### src/rtl/uart_rx_sel_decoder.sv
// uart_rx_sel_decoder: 8N1 UART receiver that maps ASCII 'A'..'P' back to a
// 4-bit selector. Start detection is edge-based on the synchronised line; bits
// are sampled at mid-bit using a counter that restarts at every sample point.
//
//   state   | meaning
//   --------+----------------------------------------------------------
//   S_IDLE  | line idle, waiting for a high-to-low transition
//   S_START | counting to mid start bit, rejecting glitches
//   S_DATA  | sampling 8 data bits LSB-first, one per bit period
//   S_STOP  | sampling stop bit, then publishing byte / selector / error
module uart_rx_sel_decoder #(
   parameter int CLK_FREQ = 50_000_000,
   parameter int BAUD     = 9600
) (
   input  logic       clk,
   input  logic       rst_n,
   input  logic       rxd,
   output logic [7:0] rx_byte,
   output logic [3:0] sel_out,
   output logic       sel_valid,
   output logic       char_err,
   output logic       frame_err,
   output logic       busy
);

   localparam int CLKS_PER_BIT = CLK_FREQ / BAUD;
   localparam int HALF_BIT     = CLKS_PER_BIT / 2;
   localparam int CW           = $clog2(CLKS_PER_BIT);
   localparam logic [CW-1:0] CNT_BIT_END  = CW'(CLKS_PER_BIT - 1);
   localparam logic [CW-1:0] CNT_HALF_END = CW'(HALF_BIT - 1);

   typedef enum logic [1:0] {
      S_IDLE  = 2'd0,
      S_START = 2'd1,
      S_DATA  = 2'd2,
      S_STOP  = 2'd3
   } state_t;

   state_t          r_state;
   state_t          w_state_nxt;
   logic            r_sync1;
   logic            r_rxs;
   logic            r_rxs_d;
   logic [CW-1:0]   r_cnt;
   logic [CW-1:0]   w_cnt_nxt;
   logic [2:0]      r_idx;
   logic [2:0]      w_idx_nxt;
   logic [7:0]      r_shift;
   logic [7:0]      w_shift_nxt;
   logic [7:0]      r_byte;
   logic [7:0]      w_byte_nxt;
   logic [3:0]      r_sel;
   logic [3:0]      w_sel_nxt;
   logic            r_valid;
   logic            w_valid_nxt;
   logic            r_cerr;
   logic            w_cerr_nxt;
   logic            r_ferr;
   logic            w_ferr_nxt;
   logic            w_in_range;
   logic [3:0]      w_sel_code;

   // 0x41..0x50 span one nibble wrap, and 0x40 is a multiple of 16, so
   // (byte - 0x41) mod 16 equals the low nibble minus one.
   assign w_in_range = (r_shift >= 8'h41) && (r_shift <= 8'h50);
   assign w_sel_code = r_shift[3:0] - 4'd1;

   // Two-flop synchroniser plus one delayed copy for edge detection; idle high.
   always_ff @(posedge clk or negedge rst_n) begin
      if (!rst_n) begin
         r_sync1 <= 1'b1;
         r_rxs   <= 1'b1;
         r_rxs_d <= 1'b1;
      end else begin
         r_sync1 <= rxd;
         r_rxs   <= r_sync1;
         r_rxs_d <= r_rxs;
      end
   end

   // State and datapath registers.
   always_ff @(posedge clk or negedge rst_n) begin
      if (!rst_n) begin
         r_state <= S_IDLE;
         r_cnt   <= '0;
         r_idx   <= '0;
         r_shift <= '0;
         r_byte  <= '0;
         r_sel   <= '0;
         r_valid <= 1'b0;
         r_cerr  <= 1'b0;
         r_ferr  <= 1'b0;
      end else begin
         r_state <= w_state_nxt;
         r_cnt   <= w_cnt_nxt;
         r_idx   <= w_idx_nxt;
         r_shift <= w_shift_nxt;
         r_byte  <= w_byte_nxt;
         r_sel   <= w_sel_nxt;
         r_valid <= w_valid_nxt;
         r_cerr  <= w_cerr_nxt;
         r_ferr  <= w_ferr_nxt;
      end
   end

   // Next-state and next-output logic; the counter free-runs unless a sample point clears it.
   always_comb begin
      w_state_nxt = r_state;
      w_cnt_nxt   = r_cnt + CW'(1);
      w_idx_nxt   = r_idx;
      w_shift_nxt = r_shift;
      w_byte_nxt  = r_byte;
      w_sel_nxt   = r_sel;
      w_valid_nxt = 1'b0;
      w_cerr_nxt  = 1'b0;
      w_ferr_nxt  = 1'b0;
      case (r_state)
         S_IDLE: begin
            w_cnt_nxt = '0;
            if (r_rxs_d && !r_rxs) begin
               w_state_nxt = S_START;
            end
         end
         S_START: begin
            if (r_cnt == CNT_HALF_END) begin
               w_cnt_nxt = '0;
               if (r_rxs) begin
                  w_state_nxt = S_IDLE;
               end else begin
                  w_idx_nxt   = '0;
                  w_state_nxt = S_DATA;
               end
            end
         end
         S_DATA: begin
            if (r_cnt == CNT_BIT_END) begin
               w_cnt_nxt   = '0;
               w_shift_nxt = {r_rxs, r_shift[7:1]};
               w_idx_nxt   = r_idx + 3'd1;
               if (r_idx == 3'd7) begin
                  w_state_nxt = S_STOP;
               end
            end
         end
         S_STOP: begin
            if (r_cnt == CNT_BIT_END) begin
               w_cnt_nxt   = '0;
               w_byte_nxt  = r_shift;
               w_state_nxt = S_IDLE;
               if (!r_rxs) begin
                  w_ferr_nxt = 1'b1;
               end else if (w_in_range) begin
                  w_sel_nxt   = w_sel_code;
                  w_valid_nxt = 1'b1;
               end else begin
                  w_cerr_nxt = 1'b1;
               end
            end
         end
         default: begin
            w_state_nxt = S_IDLE;
            w_cnt_nxt   = '0;
         end
      endcase
   end

   assign rx_byte   = r_byte;
   assign sel_out   = r_sel;
   assign sel_valid = r_valid;
   assign char_err  = r_cerr;
   assign frame_err = r_ferr;
   assign busy      = (r_state != S_IDLE);

endmodule
### config.mk
export PLATFORM = sky130hd
export DESIGN_NAME = uart_rx_sel_decoder
export DESIGN_NICKNAME = d
export VERILOG_FILES = /design/src/rtl/uart_rx_sel_decoder.sv
export SDC_FILE = /design/constraint.sdc
export NUM_CORES = 1
export LEC_CHECK = 0
export CAP_MARGIN = 30
export CORE_MARGIN = 8
export CORE_UTILIZATION = 39
export CTS_CLUSTER_DIAMETER = 120
export DETAILED_ROUTE_END_ITERATION = 8
export PLACE_DENSITY = 0.59
export REMOVE_ABC_BUFFERS = 1
export SYNTH_ARGS = -nofsm -noshare
export SYNTH_HDL_FRONTEND = slang
export SYNTH_SLANG_ARGS = --single-unit
### constraint.sdc
create_clock -name clk -period 5.4 [get_ports clk]
set_input_delay 0.54 -clock clk [delete_from_list [all_inputs] [get_ports clk]]
set_output_delay 0.54 -clock clk [all_outputs]
set_load 0.01 [all_outputs]
# Yosys cells after proc, flatten, opt, wreduce, memory -nomap -nowiden
# Index checks and enable logic that the tools add are counted.
word_totals:
  in_bits: 3
  register_bits: 44
  elab_cells: 66
  out_inout_bits: 16
op_classes:
  n_reduce_logical: 12
  add_sub_neg: 3
  order_cmp: 2
  eq_ne: 12
  muxes: 25
ops:
  columns: ["operator", "n"]
  rows:
  - ["13-bit one-hot mux with 3 select lines", 1]
  - ["13-bit two-way mux", 2]
  - ["13-bit by 1-bit adder with 13-bit output (second input constant)", 1]
  - ["13-bit by 12-bit == test with 1-bit output (second input constant)", 1]
  - ["13-bit == test (second input constant)", 1]
  - ["2-bit two-way mux", 6]
  - ["2-bit != test (second input constant)", 6]
  - ["1-bit two-way mux", 11]
  - ["3-bit two-way mux", 3]
  - ["8-bit by 7-bit >= comparator with 1-bit output (second input constant)", 1]
  - ["8-bit by 7-bit less-or-equal comparator with 1-bit output (second input constant)", 1]
  - ["2-bit one-hot mux with 4 select lines", 1]
  - ["4-bit AND reduction", 2]
  - ["3-bit one-hot mux with 2 select lines", 1]
  - ["5-bit AND reduction", 1]
  - ["2-bit == test (second input constant)", 2]
  - ["2-bit AND reduction", 2]
  - ["2-bit nonzero test", 2]
  - ["4-bit by 1-bit subtractor with 4-bit output (second input constant)", 1]
  - ["3-bit by 1-bit adder with 3-bit output (second input constant)", 1]
  - ["3-bit == test (second input constant)", 1]
  - ["2-bit by 1-bit == test with 1-bit output (second input constant)", 1]
  - ["1-bit logical AND", 2]
  - ["2-bit logical NOT", 1]
  - ["2 further kinds", 2]

# Longest topological paths before layout
# Gate-level depths: netlist of the first run.
logic_depth:
  depth_word: 6
  ltp_mapped: 6
  mapped_depth_nobuf: 6

# Least setup slack after synthesis of the first run
# No wires, ideal clock.
synth_timing:
  path_type: "register to register"
  startpoint: "reg r_cnt[0]"
  endpoint: "reg r_sel[0] (netlist: sel_out[0])"
  synth_period_minus_slack_ns: 2.256
  arrival_ns: 2.132
  required_time_ns: 5.275
  setup_slack_ns: 3.144
  path_stages_with_launch: 6
  path_buffers: 0
  setup_ns: 0.125
  path_cell_list: "dfrtp_1 -> ha_1 -> or4b_4 -> nor4_4 -> nand4_4 -> mux2_2"
synth_between:
  elab_chain_len: 2
synth_rtl:
  columns: ["element", "line_no", "text"]
  rows:
  - ["from (decl)", "44", "logic [CW-1:0] r_cnt;"]
  - ["from (signal assigned)", "95", "r_cnt <= w_cnt_nxt;"]
  - ["13-bit == test", "146", "if (r_cnt == CNT_BIT_END) begin"]
  - ["4-bit AND reduction (no source line)", null, null]
  - ["to (signal assigned)", "99", "r_sel <= w_sel_nxt;"]
  - ["to (decl)", "52", "logic [3:0] r_sel;"]
# Every way passes these cells.
# A chain may end at the register's enable or synchronous reset.

# Worst setup path in the final report of the first run
# Ends and elaborated chain as after synthesis.

==> run summary, run 1 <==
Status: complete, no violations
Reg clk slew, reported paths: 0.08 ns
Tmin final: 2.576 ns
Reg-to-reg endpoint: sel_out[0]
WHS: 0.1666 ns
Avg Cell Area, Syn: 11.23 sq um
Final HPWL DP: 2699 um
Initial antenna violation count: 0
Number of synthesized flops with an enable pin: 0
Post-CTS Setup Bufs: 0
CTS buffer count: 5
Final Worst Setup Slack: 2.824 ns
Clock Latency Late Sink: 0.30 ns
Fill count: 486
Met1 WL: 1545 um
Layout area overhead: 19.19%
Max Cap Viol: 0
Met2 wire len: 1902 um
Core ar.: 5010 sq um
RD Place Congestion: 0.8634
Boundary Pins: 19
Crit-path cells: ha_1 -> or4b_4 -> nor4_4 -> nand4_4 -> mux2_2
Clock buffer depth: 2
Grt ovf: 0
RSZ-0062 raised after global routing: false
Worst setup SP type: flip-flop
Rel. slew slack: 0.4467
#FFs+latches synth: 44
Hold_buf cts: 0
CP endpoint kind: flip-flop
CTS sink count: 44
Peak Freq: 388.2 MHz
Final net count: 209
Die height: 87.40 um
Die width: 87.40 um
Data required, critical path: 5.58 ns
# setup viols final: 0
Vias in the first global route: 1357
Sum of negative setup slack: 0 ns
Slowest stage delay, CP: 0.77 ns
Final Hold Violating Endpoints: 0
Worst-Margin Slew: 0.8238 ns
Clock Skew: 0.005083 ns
Top-area cell type share of the netlist area: 0.5160
Worst reg2reg path depth: 5
R2R setup slack: 2.82 ns
Vias per inst: 5.000
Pins over their slew limit: 0
Arrival time worst endpoint: 2.76 ns
Yosys top cell by area: dfrtp_1
DRT iter0 DRCs: 76
Antenna Nets Post-Route: 0
FP Rows: 26
Total GRT Usage: 0.1128
Yosys warning count: 0
WL met3: 235 um
CTS tree: yes
Per-cell routed wire length: 13.81 um
Cell Pwr Density: 252.6 nW/um^2
Yosys cell types: 37
I/O Buffers: 18
Root Buffer: clkbuf_8
Leakage power: 1.057 nW
DP Worst Slack: 2.830 ns
First-pass GRT wire length: 6617 um
CP max FO: 10
Post-Syn Area: 1988 sq um
Cells after Synth: 177
DR vias: 1355
Layout cell share with drive strength beyond 1: 0.1642
Diodes inserted: 0
Cell with the most instances after synthesis: dfrtp_1
DR DRC count: 0
H-tree depth: 2
Reg-to-Reg Start: r_cnt[0]
Post_cts resized: 0
Max VDD drop: 0.1340 mV
Kind of critical path: reg -> reg
Initial core utilization: 0.3969
Sequential cell area fraction in the yosys report: 0.5557
Total iterations of the first detailed-routing run: 5
Synth Flop Type: dfrtp_1
Top sig layer: met4
Asr flop ratio synth: 1.000
Critical path's slowest cell: nor4_4
Drt total wl: 3743 um
Worst Hold Class: in -> async
Largest net degree at the start of global routing: 45
Crit path buf inv count: 0
Tcrit/Tclk final: 0.4771
Crit-path leading delay family: simple AND/OR/NAND/NOR gates
Die area: 7639 sq um
Synth top cells by count: dfrtp_1, nand2_1, nor2_1
Ranking of synthesized cells by area: dfrtp_1, mux2_2, nand2_1
Stages on the worst setup path: 5
## final cells by class
cell class	count	area, sq um	area share
clock buffers	6	72.57	0.03062
inverters	8	30.03	0.01267
clock inverters	2	35.03	0.01478
well taps	70	87.58	0.03696
multi-input cells	121	837.1	0.3532
flip-flops and latches	44	1105	0.4662
repair buffers	20	202.7	0.08553
## layer usage
layer  GRT usage  up-vias
li1            -      656
met1      0.1291      658
met2      0.1873       35
met3     0.04057        6
met4     0.04219        0
met5           0        -
## logic make-up (layout without fill, tap and decap cells)
family,count (synthesis),in the layout,share of synthesized area
AO/OA/AOI/OAI,13,13,0.04343
XOR/XNOR,13,13,0.05727
adder cells (fa/ha/maj),6,6,0.03776
buffers and inverters,12,36,0.02328
flip-flops,44,44,0.5557
multiplexers,13,13,0.07300
AND/OR/NAND/NOR,76,76,0.2096
## flip-flops by register name, indices dropped and copies added (netlist names), named ones only
| name | count |
|---|---|
| frame_err | 1 |
| sel_out | 4 |
| r_cnt | 13 |
| r_sync1 | 1 |
| r_shift | 8 |
| r_idx | 3 |
| r_rxs_d | 1 |
| char_err | 1 |
| r_rxs | 1 |
| rx_byte | 8 |
| r_state | 1 |
| sel_valid | 1 |
## through the flow
step	util	cells	power, W	instance area [sq um]
final	0.4730	271	0.0005986	2370
after CTS	0.4690	270	0.0006094	2350
after detailed placement	0.4476	262	0.0003614	2242
after global placement	0.4476	262	0.0003605	2242
after floorplan	-	173	0.0003494	1972
after global routing	0.4730	271	0.0006277	2370
## placed cells by master, fill, tap and decap left out, types with 2 or more instances in the layout
cell type        synthesis  routed
nor3_1                   3       3
clkdlybuf4s50_1          0      17
o21ai_0                  4       4
xor2_1                   4       4
a21oi_1                  2       2
dfrtp_1                 41      41
nand2_1                 24      24
dfstp_2                  3       3
clkbuf_8                 0       5
nor2_1                  22      22
nor4_1                   4       4
nand2b_1                 2       2
a22o_1                   3       3
mux2_2                  12      12
inv_1                    8       8
nand3_1                  5       5
ha_1                     6       6
xnor2_1                  9       9
or2_2                    2       2
or4_2                    2       2
## worst max path at each step
stage / from / to / slack [ns]
after CTS: r_cnt[0] / sel_out[0] / 2.81
final: r_cnt[0] / sel_out[0] / 2.82
after detailed placement: r_cnt[0] / sel_out[0] / 2.83
after global placement: r_cnt[0] / sel_out[2] / 2.94
after floorplan: r_cnt[0] / r_idx[0] / 2.72
after global routing: r_cnt[0] / sel_out[0] / 2.66
## power breakdown
group | switching [W] | internal (W)
clock | 0.000106 | 0.000137
combinational | 0.0000124 | 0.00000695
sequential | 0.00000332 | 0.000333
total | 0.000121 | 0.000477
Note: power is estimated with default switching activity, not from simulation.
==> run 2, diff against run 1 <==
- PLACE_DENSITY: 0.59 -> 0.61
- clock period: 5.4 -> 2.1 ns (I/O delays scaled with it)
==> run 2 against run 1 <==
Register-to-register slack got worse by 2.8 ns. Die area unchanged. Global-route usage decreased by 0.61 points. First-iteration DRC count shrank 61%. Sequential power grew to 2.6 times the previous value. Final cell count increased by 5.5%. Design area grew 6.9%. Clock skew is 0.0077 ns higher. Count of clock-buffer cells in the layout fell by 1. Utilization increased by 3.2 points. Maximum frequency up 26%. Critical path depth is the same.
==> run summary, run 2 (synthesis gave the netlist of run 1 again) <==
Peak Freq: 487.3 MHz
Reg clk slew, reported paths: 0.09 ns
WHS Path Cells: 1
Commonest non-fill, non-tap cell in the layout: dfrtp_1
I/O Buffers: 18
Core ar.: 5010 sq um
DRT iter0 DRCs: 30
RD Place Congestion: 0.7806
Die width: 87.40 um
WL met3: 139 um
Worst hold start: rxd
Drt total wl: 3699 um
DR vias: 1355
Worst-Margin Slew: 0.5842 ns
Clock buffer depth: 2
Worst reg2reg path depth: 5
CTS buffer count: 5
Data required, critical path: 2.30 ns
Status: complete, no violations
Cell Pwr Density: 627.6 nW/um^2
Max FFs per register: 13
Worst Hold Class: in -> reg
Most flops, register: r_cnt
Antenna Nets Post-Route: 0
Reg-to-reg endpoint: rx_byte[5]
DR DRC count: 0
Boundary Pins: 19
R2R setup slack: 0.05 ns
Dpl cells: 277
Final HPWL DP: 2655 um
Clock Skew: 0.01278 ns
# setup viols final: 0
Tcrit/Tclk final: 0.9773
Initial core utilization: 0.3969
Max Cap Viol: 0
Diodes inserted: 0
CP endpoint kind: flip-flop
Final net count: 224
Worst setup SP type: flip-flop
Total GRT Usage: 0.1067
H-tree depth: 2
Die height: 87.40 um
Per-cell routed wire length: 12.93 um
Layout area overhead: 27.38%
Tmin final: 2.052 ns
Reg-to-Reg Start: r_cnt[0]
Rel. slew slack: 0.6097
Total iterations of the first detailed-routing run: 4
Vias per inst: 4.738
Top sig layer: met4
Vias in the first global route: 1424
Most frequent cells in the layout: dfrtp_1, nand2_1, nor2_1, clkdlybuf4s50_1, buf_4
Met2 wire len: 1705 um
RSZ-0062 raised after global routing: true
Largest net degree at the start of global routing: 45
Layout Utilization: 0.5055
Met1 WL: 1816 um
Finished Layout Cells: 286
Fill count: 481
CTS tree: yes
Layout cell share with drive strength beyond 1: 0.2454
CTS sink count: 44
Root Buffer: clkbuf_8
Crit. Startpoint: r_cnt[0]
First-pass GRT wire length: 6486 um
FP Rows: 26
Max VDD drop: 0.2874 mV
Final Hold Violating Endpoints: 0
Initial antenna violation count: 0
Leakage power: 1.148 nW
Post-CTS Setup Bufs: 0
Clock Latency Late Sink: 0.30 ns
Arrival time worst endpoint: 2.25 ns
CP max FO: 5
Hold Path Sink: r_sync1
Grt ovf: 0
Die area: 7639 sq um
Pins over their slew limit: 0
Kind of critical path: reg -> reg
## run 2: cell types whose count changed in the layout (fill, tap and decap cells not counted), moves of 2 or more
cell and change:
buf_4 +14, mux2_2 -3, mux2_4 +3, clkinv_4 +2, or4_2 -2, or4_4 +2
## run 2: layer usage
layer | up-vias | GRT usage
li1 | 679 | -
met1 | 652 | 0.1299
met2 | 19 | 0.1777
met3 | 5 | 0.02642
met4 | 0 | 0.03750
met5 | - | 0
## run 2: how the worst max path moves through the flow
stage,end,slack [ns]
6_report,rx_byte[5],0.05
3_5_place_dp,char_err,-0.12
4_1_cts,char_err,0.001
2_1_floorplan,r_idx[0],-0.58
3_3_place_gp,char_err,-0.05
5_1_grt,rx_byte[5],-0.02
## run 2: area by class of cell
class                           count  area (sq um)  area share
Clock inverter                      3         47.55     0.01877
Inverter                            8         30.03     0.01186
Clock buffer                        5         68.82     0.02717
Sequential cell                    44          1105      0.4363
Tap cell                           70         87.58     0.03458
Timing Repair Buffer               35         317.8      0.1255
Multi-Input combinational cell    121         875.8      0.3458
## run 2: report_power, final
part	internal, W	switching [W]	total, W
Combinational	0.0000265	0.0000352	0.0000618
Clock	0.000358	0.000305	0.000664
Sequential	0.000857	0.00000738	0.000864
Total	0.00124	0.000348	0.00159
## run 2: through the flow
step                      instance area, sq um  power (W)  worst slack [ns]  TNS [ns]  hold slack (ns)
after floorplan                           1972  0.0008985           -0.5830    -4.749         -0.08559
after global placement                    2367  0.0009414          -0.05414  -0.08158           0.3218
after detailed placement                  2367  0.0009427           -0.1232   -0.6620           0.3229
after CTS                                 2505   0.001608          0.001459         0           0.3039
after global routing                      2532   0.001647          -0.01737  -0.03141           0.3177
final                                     2532   0.001589           0.04774         0           0.3091
## run 2: critical path, stage by stage, from the launching register on
cell and delay [ns]:
dfrtp_1 0.37, ha_2 0.18, or4b_4 0.51, nor4_4 0.34
buf_4 0.23, mux2_2 0.33
## run 2: repair_timing
item	CTS	global route
pin swaps	1	0
gates resized for setup	4	7
hold buffers	1	0
endpoints found under the setup margin	15	7
hold endpoints to repair	15	0
==> run 3, diff against run 2 <==
- MAX_ROUTING_LAYER: unset -> met4
- SETUP_SLACK_MARGIN: unset -> 0.3
==> run 3 against run 2 <==
Clock skew fell by 0.0040 ns. Non-clock buffer count is 2 higher. Total power is essentially flat. First-iteration DRC count is 30% higher. Hold slack gained 0.0013 ns. Wire length is 1.8% higher. Die area unchanged. Via count rose by 0.96%. Count of clock-buffer cells in the layout unchanged. Design area up 0.64%. Combinational power about the same. Maximum frequency is 4.6% higher. Critical endpoint is now sel_out[3]. Largest cell class unchanged. Largest power group unchanged.
==> run summary, run 3 (synthesis gave the netlist of run 1 again) <==
Clock buffer depth: 2
Sw power: 0.0003467 W
Worst setup SP type: flip-flop
Grt ovf: 0
Boundary Pins: 19
CTS tree: yes
Tmin final: 1.962 ns
Worst Hold Class: in -> reg
CP endpoint kind: flip-flop
WHS Path Cells: 1
Initial antenna violation count: 0
Final HPWL DP: 2655 um
R2R setup slack: 0.14 ns
RSZ-0062 raised after global routing: true
Arrival time worst endpoint: 2.15 ns
Max VDD drop: 0.2861 mV
Rel. slew slack: 0.6090
Antenna Nets Post-Route: 0
Status: complete, no violations
Fill count: 479
Final Hold Violating Endpoints: 0
Die area: 7639 sq um
Commonest non-fill, non-tap cell in the layout: dfrtp_1
Largest net degree at the start of global routing: 45
Per-cell routed wire length: 13.08 um
Reg-to-reg endpoint: sel_out[3]
Reg-to-Reg Start: r_cnt[0]
Layout area overhead: 28.19%
DRT iter0 DRCs: 39
# setup viols final: 0
DR DRC count: 0
Clock network power share: 0.417
Initial core utilization: 0.3969
CTS buffer count: 5
Tcrit/Tclk final: 0.9345
Peak Freq: 509.6 MHz
Layout cell share with drive strength beyond 1: 0.2661
I/O Buffers: 18
Vias per inst: 4.750
Clock Skew: 0.008768 ns
DR vias: 1368
Worst-Margin Slew: 0.5852 ns
Sw Ratio: 0.2183
Reg clk slew, reported paths: 0.08 ns
Final net count: 226
Hold Path Sink: r_sync1
Total iterations of the first detailed-routing run: 4
Max Cap Viol: 0
RD Place Congestion: 0.7913
Leakage power: 1.155 nW
Root Buffer: clkbuf_8
Data required, critical path: 2.29 ns
Most frequent cells in the layout: dfrtp_1, nand2_1, nor2_1, clkdlybuf4s50_1, buf_4
FP Rows: 26
Logic pwr share: 0.039
Internal power: 0.001242 W
Core ar.: 5010 sq um
Drt total wl: 3766 um
DP Worst Slack: -0.1232 ns
Cell Pwr Density: 623.2 nW/um^2
Diodes inserted: 0
Clock Latency Late Sink: 0.30 ns
CP max FO: 5
First-pass GRT wire length: 6555 um
Vias in the first global route: 1427
Pins over their slew limit: 0
Final Worst Setup Slack: 0.1376 ns
Total GRT Usage: 0.1109
Die width: 87.40 um
Sum of negative setup slack: 0 ns
Worst reg2reg path depth: 6
Most flops, register: r_cnt
Max FFs per register: 13
Reg power frac: 0.544
Worst hold start: rxd
H-tree depth: 2
Kind of critical path: reg -> reg
Die height: 87.40 um
CTS sink count: 44
-- run 3: layout make-up --
cell class / count / area, sq um / share of cell area
Sequential cell: 44 / 1106 / 0.4340
Multi-Input combinational cell: 121 / 875.8 / 0.3436
Timing Repair Buffer: 37 / 332.8 / 0.1306
Tap cell: 70 / 87.58 / 0.03436
Clock buffer: 5 / 68.82 / 0.02700
Clock inverter: 3 / 47.55 / 0.01865
Inverter: 8 / 30.03 / 0.01178
-- run 3: worst max path at each step --
stage | cells after the start | slack, ns | start | end
2_1_floorplan | 5 | -0.58 | r_cnt[0] | r_idx[0]
3_3_place_gp | 5 | -0.05 | r_cnt[0] | char_err
3_5_place_dp | 5 | -0.12 | r_cnt[0] | char_err
4_1_cts | 6 | 0.14 | r_cnt[0] | rx_byte[6]
5_1_grt | 6 | 0.07 | r_cnt[0] | rx_byte[5]
6_report | 6 | 0.14 | r_cnt[0] | sel_out[3]
-- run 3: layer usage --
| layer | GRT usage | part of all wire | wire length, um | up-vias |
|---|---|---|---|---|
| li1 | - | - | - | 686 |
| met1 | 0.1345 | 0.48 | 1823 | 659 |
| met2 | 0.1763 | 0.47 | 1762 | 17 |
| met3 | 0.02642 | 0.036 | 134 | 6 |
| met4 | 0.03750 | 0.012 | 46 | 0 |
| met5 | - | 0 | 0 | - |
-- run 3: repair_timing --
action / CTS / global route
endpoints found under the hold margin: 15 / 0
endpoints found under the setup margin: 41 / 40
hold buffers: 1 / 0
resized for setup: 9 / 3
buffers inserted: 1 / 1
pin swaps: 14 / 0
-- run 3: per-stage QoR --
| step | area, sq um | std cells | hold WS (ns) | power [W] | util |
|---|---|---|---|---|---|
| floorplan | 1972 | 173 | -0.08559 | 0.0008985 | - |
| global placement | 2367 | 277 | 0.3218 | 0.0009414 | 0.4725 |
| detailed placement | 2367 | 277 | 0.3229 | 0.0009427 | 0.4725 |
| CTS | 2532 | 287 | 0.3039 | 0.001608 | 0.5055 |
| global route | 2549 | 288 | 0.3177 | 0.001649 | 0.5087 |
| finish | 2549 | 288 | 0.3104 | 0.001588 | 0.5087 |
-- run 3: worst max-delay path, stage by stage (launching register included) --
cell and delay [ns]:
dfrtp_1 0.37, ha_2 0.18, or4b_4 0.52, nor4_4 0.14, buf_4 0.18, nand4_4 0.15, mux2_2 0.31
-- run 3: power by group through the flow --
stage	Clock (W)	Combinational (W)	Sequential, W
floorplan	0	0.0000193	0.000879
global placement	0	0.0000614	0.000880
detailed placement	0	0.0000620	0.000881
CTS	0.000680	0.0000643	0.000864
global route	0.000713	0.0000701	0.000865
finish	0.000662	0.0000619	0.000864
